===== config.mk =====
export PLATFORM = sky130hd
export DESIGN_NAME = uart_mmio
export DESIGN_NICKNAME = d
export VERILOG_FILES = /design/src/rtl/uart_pkg.sv /design/src/rtl/uart_rx_fifo.sv /design/src/rtl/uart_mmio.sv
export SDC_FILE = /design/constraint.sdc
export NUM_CORES = 1
export LEC_CHECK = 0
export BUFFER_PORTS_ARGS = -buffer_cell sky130_fd_sc_hd__buf_2
export CORE_MARGIN = 4
export CORE_UTILIZATION = 60
export CTS_CLUSTER_DIAMETER = 50
export DETAILED_ROUTE_END_ITERATION = 10
export GPL_ROUTABILITY_DRIVEN = 1
export GPL_TIMING_DRIVEN = 0
export PLACE_DENSITY = 0.81
export SLEW_MARGIN = 20
export SYNTH_ARGS = -nofsm -noshare
export SYNTH_HDL_FRONTEND = slang
export SYNTH_HIERARCHICAL = 1
export SYNTH_SLANG_ARGS = --single-unit

===== constraint.sdc =====
create_clock -name clk -period 2.94 [get_ports clk]
set_input_delay 0.147 -clock clk [delete_from_list [all_inputs] [get_ports clk]]
set_output_delay 0.147 -clock clk [all_outputs]
set_load 0.02 [all_outputs]

===== src/rtl/uart_pkg.sv =====
// Shared constants and types for the memory-mapped UART responder.
package uart_pkg;

    localparam logic [3:0] REG_DATA    = 4'd0;
    localparam logic [3:0] REG_STATUS  = 4'd1;
    localparam logic [3:0] REG_DIVISOR = 4'd4;

    localparam int unsigned ST_TX_BUSY   = 0;
    localparam int unsigned ST_RX_AVAIL  = 1;
    localparam int unsigned ST_OVERRUN   = 2;
    localparam int unsigned ST_FRAME_ERR = 3;
    localparam int unsigned ST_W         = 4;

    localparam int unsigned DIV_W      = 16;
    localparam logic [15:0] DIV_MIN    = 16'd4;
    localparam logic [31:0] DATA_EMPTY = 32'hFFFF_FFFF;

    typedef enum logic [1:0] {
        S_IDLE,
        S_START,
        S_DATA,
        S_STOP
    } uart_state_e;

    // Divisors below DIV_MIN would make the half-bit wait degenerate.
    function automatic logic [DIV_W-1:0] clamp_div(input logic [DIV_W-1:0] d);
        return (d < DIV_MIN) ? DIV_MIN : d;
    endfunction

endpackage


===== src/rtl/uart_rx_fifo.sv =====
// Small synchronous byte FIFO holding received characters until software reads them.
module uart_rx_fifo #(
    parameter int unsigned DEPTH = 4
) (
    input  logic       clk,
    input  logic       rstn,
    input  logic       push,
    input  logic [7:0] wdata,
    input  logic       pop,
    output logic [7:0] rdata,
    output logic       full,
    output logic       empty
);
    localparam int unsigned AW = $clog2(DEPTH);

    logic [7:0] mem [DEPTH];
    logic [AW:0] wptr;
    logic [AW:0] rptr;
    logic        do_push;
    logic        do_pop;

    // A pop in the same cycle frees a slot, so a push into a full FIFO still lands.
    assign do_pop  = pop && !empty;
    assign do_push = push && (!full || do_pop);

    assign empty = (wptr == rptr);
    assign full  = (wptr[AW] != rptr[AW]) && (wptr[AW-1:0] == rptr[AW-1:0]);
    assign rdata = mem[rptr[AW-1:0]];

    always_ff @(posedge clk) begin
        if (!rstn) begin
            wptr <= '0;
            rptr <= '0;
        end else begin
            if (do_push) wptr <= wptr + {{AW{1'b0}}, 1'b1};
            if (do_pop)  rptr <= rptr + {{AW{1'b0}}, 1'b1};
        end
    end

    always_ff @(posedge clk) begin
        if (do_push) mem[wptr[AW-1:0]] <= wdata;
    end

endmodule


===== src/rtl/uart_mmio.sv =====
// Memory-mapped 8N1 UART: transmitter, mid-bit receiver, RX FIFO and run-time baud divisor.
module uart_mmio
    import uart_pkg::*;
#(
    parameter int unsigned CLOCK_RATE = 24_000_000,
    parameter int unsigned BAUD_RATE  = 115200,
    parameter int unsigned RX_DEPTH   = 4
) (
    input  logic        clk,
    input  logic        rstn,
    input  logic        sel,
    input  logic        wren,
    input  logic        rden,
    input  logic [3:0]  addr,
    input  logic [31:0] wdata,
    output logic [31:0] rdata,
    input  logic        uart_rx,
    output logic        uart_tx
);
    localparam logic [DIV_W-1:0] DIV_RESET = DIV_W'(CLOCK_RATE / BAUD_RATE);

    logic             wr_c, rd_c;
    logic [DIV_W-1:0] divisor;
    logic             overrun, frame_err;
    logic [ST_W-1:0]  status_c;
    logic             unused_wdata;

    uart_state_e      tx_state;
    logic [DIV_W-1:0] tx_cnt;
    logic [2:0]       tx_bit;
    logic [7:0]       tx_shift;
    logic             tx_busy;

    uart_state_e      rx_state;
    logic [DIV_W-1:0] rx_cnt;
    logic [2:0]       rx_bit;
    logic [7:0]       rx_shift;
    logic             rx_s1, rx_s2;
    logic             rx_push_c, rx_ferr_c;

    logic             fifo_pop_c, fifo_full, fifo_empty, overrun_set_c, status_clr_c;
    logic [7:0]       fifo_rdata;

    assign wr_c         = sel & wren;
    assign rd_c         = sel & rden;
    assign unused_wdata = ^wdata[31:DIV_W];
    assign tx_busy      = (tx_state != S_IDLE);

    // Transmitter: every state/bit reloads from the live divisor at its boundary.
    always_ff @(posedge clk) begin
        if (!rstn) begin
            tx_state <= S_IDLE;
            uart_tx  <= 1'b1;
            tx_cnt   <= '0;
            tx_bit   <= '0;
            tx_shift <= '0;
        end else begin
            case (tx_state)
                S_IDLE: begin
                    if (wr_c && addr == REG_DATA) begin
                        tx_state <= S_START;
                        uart_tx  <= 1'b0;
                        tx_shift <= wdata[7:0];
                        tx_cnt   <= divisor - DIV_W'(1);
                    end
                end
                S_START: begin
                    if (tx_cnt == '0) begin
                        tx_state <= S_DATA;
                        uart_tx  <= tx_shift[0];
                        tx_bit   <= '0;
                        tx_cnt   <= divisor - DIV_W'(1);
                    end else begin
                        tx_cnt <= tx_cnt - DIV_W'(1);
                    end
                end
                S_DATA: begin
                    if (tx_cnt == '0) begin
                        tx_cnt <= divisor - DIV_W'(1);
                        if (tx_bit == 3'd7) begin
                            tx_state <= S_STOP;
                            uart_tx  <= 1'b1;
                        end else begin
                            tx_bit   <= tx_bit + 3'd1;
                            uart_tx  <= tx_shift[1];
                            tx_shift <= tx_shift >> 1;
                        end
                    end else begin
                        tx_cnt <= tx_cnt - DIV_W'(1);
                    end
                end
                default: begin
                    if (tx_cnt == '0) tx_state <= S_IDLE;
                    else              tx_cnt   <= tx_cnt - DIV_W'(1);
                end
            endcase
        end
    end

    // Receiver: synchronise, confirm start at half a bit, then sample each bit centre.
    always_ff @(posedge clk) begin
        if (!rstn) begin
            rx_s1    <= 1'b1;
            rx_s2    <= 1'b1;
            rx_state <= S_IDLE;
            rx_cnt   <= '0;
            rx_bit   <= '0;
            rx_shift <= '0;
        end else begin
            rx_s1 <= uart_rx;
            rx_s2 <= rx_s1;
            case (rx_state)
                S_IDLE: begin
                    if (!rx_s2) begin
                        rx_state <= S_START;
                        rx_cnt   <= (divisor >> 1) - DIV_W'(1);
                    end
                end
                S_START: begin
                    if (rx_cnt == '0) begin
                        rx_state <= rx_s2 ? S_IDLE : S_DATA;
                        rx_bit   <= '0;
                        rx_cnt   <= divisor - DIV_W'(1);
                    end else begin
                        rx_cnt <= rx_cnt - DIV_W'(1);
                    end
                end
                S_DATA: begin
                    if (rx_cnt == '0) begin
                        rx_shift <= {rx_s2, rx_shift[7:1]};
                        rx_cnt   <= divisor - DIV_W'(1);
                        if (rx_bit == 3'd7) rx_state <= S_STOP;
                        else                rx_bit   <= rx_bit + 3'd1;
                    end else begin
                        rx_cnt <= rx_cnt - DIV_W'(1);
                    end
                end
                default: begin
                    if (rx_cnt == '0) rx_state <= S_IDLE;
                    else              rx_cnt   <= rx_cnt - DIV_W'(1);
                end
            endcase
        end
    end

    assign rx_push_c     = (rx_state == S_STOP) && (rx_cnt == '0) && rx_s2;
    assign rx_ferr_c     = (rx_state == S_STOP) && (rx_cnt == '0) && !rx_s2;
    assign fifo_pop_c    = rd_c && (addr == REG_DATA) && !fifo_empty;
    assign overrun_set_c = rx_push_c && fifo_full && !fifo_pop_c;
    assign status_clr_c  = rd_c && (addr == REG_STATUS);

    uart_rx_fifo #(.DEPTH(RX_DEPTH)) u_rx_fifo (
        .clk   (clk),
        .rstn  (rstn),
        .push  (rx_push_c),
        .wdata (rx_shift),
        .pop   (fifo_pop_c),
        .rdata (fifo_rdata),
        .full  (fifo_full),
        .empty (fifo_empty)
    );

    always_comb begin
        status_c               = '0;
        status_c[ST_TX_BUSY]   = tx_busy;
        status_c[ST_RX_AVAIL]  = !fifo_empty;
        status_c[ST_OVERRUN]   = overrun;
        status_c[ST_FRAME_ERR] = frame_err;
    end

    // Register file: read data is registered and zero on cycles without a read.
    always_ff @(posedge clk) begin
        if (!rstn) begin
            divisor   <= DIV_RESET;
            overrun   <= 1'b0;
            frame_err <= 1'b0;
            rdata     <= '0;
        end else begin
            rdata <= '0;
            if (rd_c) begin
                case (addr)
                    REG_DATA:    rdata <= fifo_empty ? DATA_EMPTY : {24'b0, fifo_rdata};
                    REG_STATUS:  rdata <= 32'(status_c);
                    REG_DIVISOR: rdata <= {16'b0, divisor};
                    default:     rdata <= '0;
                endcase
            end
            if (wr_c && addr == REG_DIVISOR) divisor <= clamp_div(wdata[DIV_W-1:0]);
            // A new error in the clearing cycle wins over the clear.
            overrun   <= (overrun && !status_clr_c) || overrun_set_c;
            frame_err <= (frame_err && !status_clr_c) || rx_ferr_c;
        end
    end

endmodule


Yosys cells after proc, flatten, opt, wreduce, memory -nomap -nowiden --
Memories as Yosys holds them, arrays and structs flattened. A register that Yosys moved wholly into a read port is not among the register bits. Index checks and enable logic that the tools add are counted.
Word-level totals: bits in registers 117, memory bits (writable) 32, input port bits 42, output and inout port bits 33, word-level logic and storage cells 145, memories kept 1
Memories:
- u_rx_fifo.mem | depth 4, bits a word 8, rd ports 1, clocked after memory_dff 1, write ports 1, RTL line uart_rx_fifo.sv:16 | logic [7:0] mem [DEPTH];
Cells by class: add/sub/neg operators 8, $lt $le $gt $ge 1, equal/unequal tests 24, mux-type cells 45, bitwise operators 2, reductions and logical operators 47
Operator list (count):
- $mux W16 | 7
- $pmux W32 S3 | 1
- $pmux W16 S2 | 2
- $sub A16 B1 Y16 const B | 3
- $logic_not A16 Y1 | 2
- $mux W32 | 1
- $mux W2 | 13
- $mux W8 | 3
- $ne A2 B2 Y1 const B | 10
- $mux W3 | 6
- $lt A16 B3 Y1 const B | 1
- $pmux W8 S2 | 1
- $reduce_and A4 Y1 | 4
- $sub A15 B1 Y16 const B | 1
- $logic_and A1 B1 Y1 | 15
- $add A3 B1 Y3 const B | 4
- $pmux W2 S3 | 2
- $pmux W3 S2 | 2
- $reduce_bool A2 Y1 | 6
- $reduce_and A5 Y1 | 2
- $reduce_and A2 Y1 | 4
- $eq A2 B2 Y1 const B | 3
- $eq A3 B3 Y1 const B | 2
- $mux W1 | 6
- other kinds (15) | 26

Logic depth before layout (Yosys ltp) --
depth after elaboration 8, mapped depth 10, depth with buffers taken out 8

By module --
Netlist, hierarchy kept.
By module, submodules not included:
- uart_mmio | instances 1, cells an instance 734, area an instance 5743.0 µm², sequential area each 1921.8 µm²
- uart_rx_fifo | instances 1, cells an instance 96, area an instance 1671.6 µm², sequential area each 1121.1 µm²

Least setup slack after synthesis --
No wires, ideal clock.
path type register to register, from reg rx_cnt[7], to mem u_rx_fifo.mem[2][0], enable pin, setup time 0.332 ns, arrival time 2.089 ns, data required time 2.608 ns, path slack 0.519 ns, stages on the path, launching flop included 8, path buffers 1, period minus slack after synthesis 2.421 ns, cells stage by stage dfxtp_1 nor4_2 nand4_1 clkbuf_1 nor3_1 inv_1 a41oi_2 and2_1
Between the ends: cells in the longest elaborated chain, start to end 6
RTL lines:
- from (decl) | RTL line uart_mmio.sv:35 | logic [DIV_W-1:0] rx_cnt;
- from (signal assigned) | RTL line uart_mmio.sv:116 | rx_cnt <= (divisor >> 1) - DIV_W'(1);
- from (signal assigned) | RTL line uart_mmio.sv:123 | rx_cnt <= divisor - DIV_W'(1);
- from (signal assigned) | RTL line uart_mmio.sv:125 | rx_cnt <= rx_cnt - DIV_W'(1);
- $logic_not A16 Y1 | RTL line uart_mmio.sv:146 | assign rx_push_c = (rx_state == S_STOP) && (rx_cnt == '0) && rx_s2;
- $logic_and A1 B1 Y1 (2 in series) | RTL line uart_mmio.sv:146
- via rx_push_c | RTL line uart_mmio.sv:39 | logic rx_push_c, rx_ferr_c;
- $logic_and A1 B1 Y1 | RTL line uart_rx_fifo.sv:24 | assign do_push = push && (!full || do_pop);
- $mux W1 | RTL line uart_rx_fifo.sv:41 | if (do_push) mem[wptr[AW-1:0]] <= wdata;
- $mux W1 (not written as such) | RTL line uart_rx_fifo.sv:41
- to (decl) | RTL line uart_rx_fifo.sv:16
The timed path passes the listed nets, and every way through them passes these cells.

Worst setup path in the final report --
from reg rx_cnt[0], to mem u_rx_fifo.mem[1][2], enable pin
Same word-level chain as after synthesis.

==> reports/results.tsv <==
stage	metric	value	unit
status	outcome	finished clean	
placement	dp.cells	1056	
critical_path	start_kind	flip-flop	
yosys	synth.most_common_cell	nand2_1	
floorplanning	die_area	14200	sq um
yosys	yosys_register_bits	136	
detailed_routing	total_via_count_after_detailed_routing	6767	
sta	hold-worst-slack	0.03872	ns
yosys	synth.distinct_cells	81	
sta	maxSlewHeadroom	44.99	%
power_and_ir_drop	total_power	0.006742	W
yosys	dominantRegCellSynth	dfxtp_1	
yosys	synth_warnings	6	
layout	layout-drive-gt1-share	17.26	%
worst_hold_path	worstHoldPathType	input port to flip-flop	
layout	layout.core_utilization	72.23	%
critical_path	worst-endpoint-required	3.07	ns
placement	detailed_placer_s_ending_hpwl	13950	microns
critical_path	timing.critical_path.from	rx_cnt[0]	
yosys	synth_area_leaders	dfxtp_1, edfxtp_1, nand2_1, ha_1, a21oi_1	
clocking	cts.repair_timing.setup_buffer_count	0	
yosys	synth_enable_flop_cells	32	
grt	groute.usage.overall	28.53	%
grt	grt_first_pass_wirelength	32250	microns
power_and_ir_drop	ir_worst_vdd	0.0006337	V
yosys	postSynthCellCount	830	
critical_path	worst_r2r_startpoint	rx_cnt[0]	
detailed_routing	detailed_routing_iterations_pass_1	6	
clocking	clk_transition_reported_paths	0.07	ns
floorplanning	floorplan.initialDensity	61.47	%
sta	clock-skew-final	0.009269	ns
floorplanning	die_width	119.2	microns
clocking	clockRootBuffer	clkbuf_16	
yosys	mappedNetlistArea	7415	sq um
grt	grt_antenna_before_repair	0	
critical_path	criticalPathCategory	flip-flop to flip-flop	
layout	n_antenna_cell	0	
yosys	yosysSeqAreaShare	41.04	%
sta	setup_repair_after_global_routing_missed_its_margin	false	
sta	layout_worst_path_cycle_share	94.24	%
placement	dp_slack	-0.3258	ns
clocking	cts_bufs_inserted	17	
layout	cell_count_final_fillers_out	1101	
critical_path	setup.worst_path.end_class	flip-flop	
yosys	async_flop_share	0	%
yosys	synthTopCellsByCount	nand2_1, dfxtp_1, nor2_1	
worst_hold_path	holdCritStartpoint	wdata[7]	
clocking	clock_tree.htree_level_count	4	
detailed_routing	wire_length_per_cell_after_detailed_routing	18.11	microns
detailed_routing	postRouteWirelength	19940	microns
detailed_routing	remaining_drc_errors	0	
grt	grt_max_degree	17	
sta	clock.fmax	360.9	MHz
critical_path	timing.critical_path.arrival	2.90	ns
clocking	cts.sinks	136	
layout	filler_cell_count	891	
floorplanning	ios	75	
clocking	ctsLongestPathBuffers	2	
floorplanning	rows	40	
clocking	clk_latency	0.43	ns
power_and_ir_drop	static-leakage-power	3.349	nW
layout	register_area	3043	sq um
yosys	synth.largest_area_cell	dfxtp_1	
run	maxCapViolations	0	
grt	grt_overflow	0	
detailed_routing	dr.first_iter.drc_count	828	
yosys	yosys.area.top_type_share	28.08	%
clocking	tritoncts	yes	
grt	first_global_vias	6373	
placement	place.port_buffers	58	
power_and_ir_drop	power.density	773.9	nW/um^2
sta	finalWorstPathRequiredPeriod	2.771	ns
placement	weighted_congestion_at_the_end_of_routability_driven_global_placement	0.9403	
layout	multi_input_comb_area	3973	sq um
detailed_routing	postRouteAntennaNets	0	
sta	worst_slack	0.1694	ns
yosys	synth.avg_cell_area	8.933	sq um
layout	area.growth.synth_to_final	17.50	%
layout	design.final.nets	985	
sta	maxSlewViolCount	0	
detailed_routing	viasPerCell	6.146	
sta	final_hold_viol_count	0	
floorplanning	chipHeight	119.2	microns
sta	tightestPinTransition	0.8196	ns
critical_path	timing.critical_path.fanout_max	10	
yosys	synth_nets	895	
sta	finalSetupViolations	0	
floorplanning	placeable_core_region	12060	sq um
==> flip-flops by register name, indices dropped and copies added, names as in the netlist, 3 cells and up, named ones only <==
signal          count
rx_cnt             16
tx_bit              3
u_rx_fifo/wptr      3
u_rx_fifo/rptr      3
tx_shift            8
tx_cnt             16
rx_shift            8
divisor            16
u_rx_fifo/mem      32
rx_bit              3
rdata              17
==> through the flow <==
step / TNS, ns / area [sq um]
2_1_floorplan: 0 / 7415
3_3_place_gp: -7.294 / 7915
3_5_place_dp: -8.695 / 7921
4_1_cts: 0 / 8686
5_1_grt: 0 / 8712
6_report: 0 / 8712
==> timing repair <==
action                     4_1_cts  5_1_grt
hold endpoints to repair        13        0
hold buffers                    13        0
gates resized for setup          5        8
setup endpoints to repair       33       34
==> worst max-delay path, stage by stage, from the launching register on <==
cell and delay (ns):
dfxtp_1 0.37, inv_1 0.10, ha_1 0.13, nor3b_1 0.28
nand4_1 0.26, clkbuf_2 0.29, nor3_4 0.27, inv_1 0.10
a41oi_2 0.34, and2_4 0.30
==> final cells by class <==
type	count	share of cell area [%]
clock inverter	15	2.283
clock buffer	17	4.883
buffer	67	3.849
tap	168	2.413
inverter	28	1.221
timing repair buffer	71	4.826
multi-input combinational	599	45.60
sequential	136	34.93
==> cells by family after synthesis <==
kind of cell	after synthesis	synth area share [%]
AO/OA/AOI/OAI	202	18.60
XOR/XNOR	39	4.911
adder cells (fa/ha/maj)	23	3.881
buffers and inverters	95	5.923
flip-flops	136	41.04
multiplexers	30	5.518
AND/OR/NAND/NOR	305	20.13
==> worst paths after layout <==
path	endpoint	cells after the start	slack, ns
worst max-delay path	u_rx_fifo/mem[1][2]	9	0.17
worst min-delay path	divisor[7]	3	0.04
worst max register to register	u_rx_fifo/mem[1][2]	9	0.17
worst min register to register	rx_s2	1	0.43
==> where the power goes <==
part           internal [W]  switching [W]  total (W)
logic              0.000842        0.00148    0.00233
registers           0.00203       0.000141    0.00217
clock network       0.00130       0.000944    0.00225
==> cells in the final DEF (no fill, tap or decap), types with 17 or more instances in the layout <==
cell         n
xor2_1      25
nor2_1      58
nand3_1     29
clkbuf_16   17
nor3_1      21
a21oi_1     57
dfxtp_1    104
o21ai_0     38
edfxtp_1    32
ha_1        23
buf_2       67
inv_1       26
clkbuf_1    38
nand2_1    112
==> routing by layer <==
metal	track usage (%)	part of all wire (%)
met5	0	0
met2	42.64	45
met4	11.88	3.0
met1	39.87	42
met3	6.505	10
No activity file was read; power rests on OpenSTA's default activity.
